File: config.mk
export PLATFORM = sky130hd
export DESIGN_NAME = modulo_entrada_chaves
export DESIGN_NICKNAME = d
export VERILOG_FILES = /design/src/rtl/entrada_pkg.sv /design/src/rtl/filtro_botao.sv /design/src/rtl/modulo_entrada_chaves.sv
export SDC_FILE = /design/constraint.sdc
export NUM_CORES = 1
export LEC_CHECK = 0
export CORE_ASPECT_RATIO = 0.75
export CORE_MARGIN = 2
export CORE_UTILIZATION = 50
export CTS_CLUSTER_DIAMETER = 150
export DETAILED_ROUTE_END_ITERATION = 12
export PLACE_DENSITY = 0.74
export SETUP_SLACK_MARGIN = 0.1
export SYNTH_ARGS = -nofsm -noshare
export SYNTH_HDL_FRONTEND = slang
export SYNTH_HIERARCHICAL = 1
export SYNTH_SLANG_ARGS = --single-unit
export TNS_END_PERCENT = 1
File: constraint.sdc
create_clock -name clk0 -period 2.4 [get_ports clk0]
set_input_delay 0.48 -clock clk0 [delete_from_list [all_inputs] [get_ports clk0]]
set_output_delay 0.48 -clock clk0 [all_outputs]
set_load 0.01 [all_outputs]
File: src/rtl/entrada_pkg.sv
// rtl/entrada_pkg.sv - shared types and defaults for the switch-input block
package entrada_pkg;

    typedef enum logic [1:0] {
        SOLTO        = 2'd0,
        FILTRA_PRESS = 2'd1,
        PRESSIONADO  = 2'd2,
        FILTRA_SOLTA = 2'd3
    } estado_t;

    localparam int LARGURA_PADRAO  = 16;
    localparam int DEBOUNCE_PADRAO = 500000;

endpackage

File: src/rtl/filtro_botao.sv
// rtl/filtro_botao.sv - ent synchronizer and press/release debounce FSM
module filtro_botao
    import entrada_pkg::*;
#(
    parameter int DEBOUNCE_CYCLES = DEBOUNCE_PADRAO
) (
    input  logic clk0,
    input  logic reset,
    input  logic ent,
    output logic liberado
);

    localparam int CW = $clog2(DEBOUNCE_CYCLES);
    localparam logic [CW-1:0] LIMITE = CW'(DEBOUNCE_CYCLES - 1);

    logic          ent_meta_q;
    logic          ent_s_q;
    estado_t       estado_q, estado_d;
    logic [CW-1:0] cnt_q, cnt_d;

    // Two-flop synchronizer; idles at 1 because the button is active-low.
    always_ff @(posedge clk0 or negedge reset) begin
        if (!reset) begin
            ent_meta_q <= 1'b1;
            ent_s_q    <= 1'b1;
        end else begin
            ent_meta_q <= ent;
            ent_s_q    <= ent_meta_q;
        end
    end

    // FSM state and stability counter registers.
    always_ff @(posedge clk0 or negedge reset) begin
        if (!reset) begin
            estado_q <= SOLTO;
            cnt_q    <= '0;
        end else begin
            estado_q <= estado_d;
            cnt_q    <= cnt_d;
        end
    end

    // Next-state logic; liberado fires combinationally on the edge that
    // commits a completed release, so the capture lands on that same edge.
    always_comb begin
        estado_d = estado_q;
        cnt_d    = cnt_q;
        liberado = 1'b0;
        case (estado_q)
            SOLTO: begin
                if (!ent_s_q) begin
                    estado_d = FILTRA_PRESS;
                    cnt_d    = '0;
                end
            end
            FILTRA_PRESS: begin
                if (ent_s_q) begin
                    estado_d = SOLTO;
                end else if (cnt_q == LIMITE) begin
                    estado_d = PRESSIONADO;
                end else begin
                    cnt_d = cnt_q + CW'(1);
                end
            end
            PRESSIONADO: begin
                if (ent_s_q) begin
                    estado_d = FILTRA_SOLTA;
                    cnt_d    = '0;
                end
            end
            FILTRA_SOLTA: begin
                if (!ent_s_q) begin
                    estado_d = PRESSIONADO;
                end else if (cnt_q == LIMITE) begin
                    estado_d = SOLTO;
                    liberado = 1'b1;
                end else begin
                    cnt_d = cnt_q + CW'(1);
                end
            end
        endcase
    end

endmodule

File: src/rtl/modulo_entrada_chaves.sv
// rtl/modulo_entrada_chaves.sv - debounced switch capture with valid/consume handshake
module modulo_entrada_chaves
    import entrada_pkg::*;
#(
    parameter int LARGURA         = LARGURA_PADRAO,
    parameter int DEBOUNCE_CYCLES = DEBOUNCE_PADRAO
) (
    input  logic               clk0,
    input  logic               reset,
    input  logic               ent,
    input  logic [LARGURA-1:0] switch,
    input  logic               consumir,
    output logic [LARGURA-1:0] dado,
    output logic               valido,
    output logic               evento,
    output logic               perdido,
    output logic               aguardando
);

    logic [LARGURA-1:0] sw_meta_q, sw_s_q;
    logic [LARGURA-1:0] dado_q, dado_d;
    logic               valido_q, valido_d;
    logic               evento_q;
    logic               perdido_q, perdido_d;
    logic               liberado;

    filtro_botao #(
        .DEBOUNCE_CYCLES(DEBOUNCE_CYCLES)
    ) u_filtro (
        .clk0    (clk0),
        .reset   (reset),
        .ent     (ent),
        .liberado(liberado)
    );

    // Two-flop synchronizer for the switch bank.
    always_ff @(posedge clk0 or negedge reset) begin
        if (!reset) begin
            sw_meta_q <= '0;
            sw_s_q    <= '0;
        end else begin
            sw_meta_q <= switch;
            sw_s_q    <= sw_meta_q;
        end
    end

    // Capture/handshake decision: a release either loads a new word (slot
    // free or being freed this cycle) or is dropped and flagged.
    always_comb begin
        dado_d    = dado_q;
        valido_d  = valido_q;
        perdido_d = perdido_q;
        if (liberado) begin
            if (!valido_q || consumir) begin
                dado_d    = sw_s_q;
                valido_d  = 1'b1;
                perdido_d = 1'b0;
            end else begin
                perdido_d = 1'b1;
            end
        end else if (consumir && valido_q) begin
            valido_d  = 1'b0;
            perdido_d = 1'b0;
        end
    end

    // Capture register, flags and the one-cycle attempt pulse.
    always_ff @(posedge clk0 or negedge reset) begin
        if (!reset) begin
            dado_q    <= '0;
            valido_q  <= 1'b0;
            evento_q  <= 1'b0;
            perdido_q <= 1'b0;
        end else begin
            dado_q    <= dado_d;
            valido_q  <= valido_d;
            evento_q  <= liberado;
            perdido_q <= perdido_d;
        end
    end

    assign dado       = dado_q;
    assign valido     = valido_q;
    assign evento     = evento_q;
    assign perdido    = perdido_q;
    assign aguardando = ~valido_q;

endmodule

## Yosys cells after proc, flatten, opt, wreduce, memory -nomap -nowiden

Index checks and enable logic that the tools add are counted.

| cells by class | value |
|---|---|
| eq/ne operators | 11 |
| $add $sub $neg | 1 |
| reduce and logical (&&, ||, !) cells | 9 |
| bitwise logic cells | 1 |
| muxes and demuxes | 21 |

Operator list:

| cell | count |
|---|---|
| two-way mux 19 bit | 5 |
| one-hot mux 19 bit (4 select lines) | 1 |
| adder 19 x 1 -> 19 bit, second input constant | 1 |
| equality test 19 bit, second input constant | 1 |
| two-way mux 2 bit | 6 |
| two-way mux 1 bit | 8 |
| one-hot mux 2 bit (4 select lines) | 1 |
| AND reduction 4 bit | 2 |
| inequality test 2 x 1 -> 1 bit, second input constant | 3 |
| equality test 2 bit, second input constant | 2 |
| inequality test 2 bit, second input constant | 2 |
| AND reduction 2 bit | 2 |
| inequality test 3 x 1 -> 1 bit, second input constant | 1 |
| inequality test 3 bit, second input constant | 1 |
| equality test 2 x 1 -> 1 bit, second input constant | 1 |
| zero test 2 bit | 1 |
| nonzero test 2 bit | 1 |
| logical AND 1 bit | 1 |
| zero test 1 bit | 1 |
| logical OR 1 bit | 1 |
| NOT 1 bit | 1 |

| storage, ports and cells | value |
|---|---|
| word-level logic and storage cells | 53 |
| register bits after elaboration | 74 |
| input bits | 20 |

## Longest topological paths before layout

| depth | value |
|---|---|
| depth in word-level cells | 6 |
| gate-level depth with buffers | 8 |

## By module

The synthesis kept the hierarchy.

By module, submodules not included:

| module | instances | cells an instance | area an instance (sq um) |
|---|---|---|---|
| modulo_entrada_chaves | 1 | 75 | 1564.0 |
| filtro_botao | 1 | 129 | 1251.2 |

## Worst setup path before layout

Ideal clock, no wire load.

| path | value |
|---|---|
| path kind | flip-flop to flip-flop |
| start | register u_filtro.cnt_q[5] |
| end | register dado_q[10] (netlist: dado[10]) |
| cell stages (with the launch flop) | 8 |
| clock period less this slack | 2.147 ns |
| setup slack | 0.253 ns |
| arrival time | 2.022 ns |
| library setup time | 0.125 ns |
| buffers on the path | 1 |
| cell sequence | dfrtp_1 nor4bb_2 and4_1 nand3_1 nor2_1 nand2_4 buf_12 mux2_4 |

| between the ends | value |
|---|---|
| cells in the longest elaborated chain, start to end | 5 |

RTL lines:

| element | RTL line | text |
|---|---|---|
| start: declaration | filtro_botao.sv:19 | `logic [CW-1:0] cnt_q, cnt_d;` |
| start signal: assignment | filtro_botao.sv:39 | `cnt_q <= cnt_d;` |
| equality test 19 bit | filtro_botao.sv:74 | `end else if (cnt_q == LIMITE) begin` |
| two-way mux 1 bit | filtro_botao.sv:74 |  |
| two-way mux 1 bit | filtro_botao.sv:72 | `if (!ent_s_q) begin` |
| two-way mux 1 bit | filtro_botao.sv:49 | `case (estado_q)` |
| via liberado | modulo_entrada_chaves.sv:25 | `logic liberado;` |
| AND reduction 2 bit (no source line) | - |  |
| end signal: assignment | modulo_entrada_chaves.sv:75 | `dado_q <= dado_d;` |
| end: declaration | modulo_entrada_chaves.sv:21 | `logic [LARGURA-1:0] dado_q, dado_d;` |

The timed path passes the listed nets, and every way through them passes these cells.
A chain may end at the register's enable or synchronous reset.

## Worst setup path in the final report

| path | value |
|---|---|
| start | register u_filtro.cnt_q[0] |
| end | register dado_q[8] (netlist: dado[8]) |

The elaborated chain is that of the path after synthesis.

==> metrics.yaml <==
status: "complete, no violations"
syn_inst: 204
grt_max_degree: 57
die_h_um: 69.0
worst_pin_slew_ns: 0.603
final_cell_mix: "72 x dfrtp_1, 38 x clkdlybuf4s50_1, 17 x nand2_1"
final_common_cell: "dfrtp_1"
synth_nets: 225
grt_pass1_vias: 1657
yosysSeqAreaShare_pct: 65.9
finalCritPeriodShare_pct: 89.5
ys_ff_latch: 74
n_antenna_cell: 0
numCtsBuffers: 9
port_buffers: 39
tritoncts: "done"
cap_viol_max_count: 0
met3_wirelength_um: 281
holdCritPathClass: "primary input to async pin"
initial_core_util_pct: 52.3
synth_ff_type: "dfrtp_1"
grt_pass1_wl_um: 8310
dr.pass1.iters: 4
leakage_nw: 1.55
reg2reg_depth: 6
antenna_found_initial: 0
cts.sinks: 74
placementRows: 23
cts.reportedPaths.clkPinSlew_ns: 0.09
drc: 0
core_area_sq_um: 5380
synth_area_sq_um: 2820
rsz0062_at_grt: "false"
layout_setup_ws_ns: 0.253
period_needed_ns: 2.15
fin_nets: 272
dieArea_sq_um: 6250
slew_viol_final: 0
wl_met2_um: 2160
pre_cts_slack_ns: 0.147
dpl_cell_area_sq_um: 3270
cts_root_buf: "clkbuf_8"
crit_path_end_kind: "flop"
insertion_delay_ns: 0.36
power.density_nw_per_um2: 686
wl_met1_um: 2380
async_reset_ff_share_pct: 100
drt-initial-drc-count: 81
cts_hold_buffers: 0
num-fill-cells: 393
crit_path_max_fanout: 16
slew_headroom_pct: 59.8
fmax_mhz: 466
htreeDepth: 3
stdcell_area_sq_um: 3500
vias_per_cell: 5.09
vdd_drop_max_uv: 412
ys.warnings.count: 6
gp_congestion: 0.790
cp.arrival_ns: 2.39
ff2ff_setup_slack_ns: 0.25
r2r_end: "dado[8]"
syn_to_final_growth_pct: 24.2
grt_usage_pct: 18.1
fin_tns_setup_ns: 0
finalHoldViolCount: 0
post_drt_wl_per_cell_um: 14.7
dp_hpwl_um: 3200
topRoutingLayerUsed: "met4"
antenna_left: 0
synth.distinct_cells: 41
routed-via-count: 1686
cts_buffer_depth: 2
routed_wl_um: 4860
die_x_um: 90.6
cts_resized: 0
finalClockSkew_ns: 0.0138
synth-edff-count: 0
avgSynthCellArea_sq_um: 13.8
crit_required_ns: 2.64
timing.rr.start: "u_filtro/cnt_q[0]"
num_io_pins: 40
critPathLaunchType: "flop"
setup_viol: 0
path_class: "flop to flop"
drive_gt1_share_pct: 19.1
postCtsSetupBuffers: 0
fin_util_pct: 65.0
grt_overflow: 0
## state kept, by name (all words and copies together), names as in the netlist, 16 cells and up, named ones only
name	flops
sw_meta_q	16
sw_s_q	16
dado	16
u_filtro/cnt_q	19
## area by class of cell
type / instances / area (sq um) / area share (%)
Multi-Input combinational cell: 117 / 896 / 25.6
Timing Repair Buffer: 41 / 413 / 11.8
Tap cell: 75 / 93.8 / 2.68
Sequential cell: 74 / 1850 / 53.0
Clock buffer: 9 / 124 / 3.54
Clock inverter: 7 / 85.1 / 2.43
Inverter: 8 / 30.0 / 0.859
## power by group
part           switching (mW)  total (mW)  leakage, nW  internal, mW
logic                  0.0505      0.0938        0.500        0.0433
registers              0.0171        1.30        0.949          1.28
clock network           0.505        1.01        0.100         0.501
## synthesized netlist by cell type (3+ instances only)
cell type / n / area, sq um
nand2_1: 17 / 63.8
nand4_1: 6 / 37.5
o311ai_1: 3 / 26.3
o21ai_1: 8 / 40.0
nand3_1: 10 / 50.1
mux2_4: 10 / 150
a21oi_1: 9 / 45.0
nor2_1: 7 / 26.3
nor3_1: 5 / 25.0
dfrtp_1: 72 / 1800
mux2_2: 6 / 67.6
inv_1: 7 / 26.3
and3_1: 3 / 18.8
and4_1: 4 / 35.0
xnor2_1: 4 / 35.0
## how the worst max path moves through the flow
stage,from,end,cells after the start
after floorplan,u_filtro/cnt_q[5],dado[10],7
after global placement,u_filtro/cnt_q[5],dado[8],6
after detailed placement,u_filtro/cnt_q[5],dado[13],6
after CTS,u_filtro/cnt_q[6],dado[8],6
after global routing,u_filtro/cnt_q[0],dado[1],6
final,u_filtro/cnt_q[0],dado[8],6
## stage by stage
step	total power [mW]	instances	hold WS, ns
final	2.40	331	0.0538
after global placement	1.42	315	0.332
after floorplan	1.35	204	0.184
after global routing	2.50	331	0.0769
after detailed placement	1.42	315	0.337
after CTS	2.44	331	0.0506
## logic make-up after synthesis
logic type	share of synthesized area, %
xor gates and xnor gates	2.53
adders and majority gates	0.444
DFF	65.9
muxes	8.09
buffers and inverters	2.80
AOI/OAI and AO/OA	7.24
and+or+nand+nor	13.0
## per-layer routing
| layer | vias up | global-route usage, % |
|---|---|---|
| li1 | 812 | - |
| met1 | 822 | 24.5 |
| met2 | 47 | 26.7 |
| met3 | 5 | 6.74 |
| met4 | 0 | 7.50 |
| met5 | - | 0 |
## worst max-delay path, cell delays in order (launching register included)
cell	delay [ns]
dfrtp_1	0.41
ha_1	0.26
and4_1	0.41
nand3_1	0.18
nor2_2	0.21
nand2_4	0.20
mux2_4	0.35
Note: power is estimated with default switching activity, not from simulation.
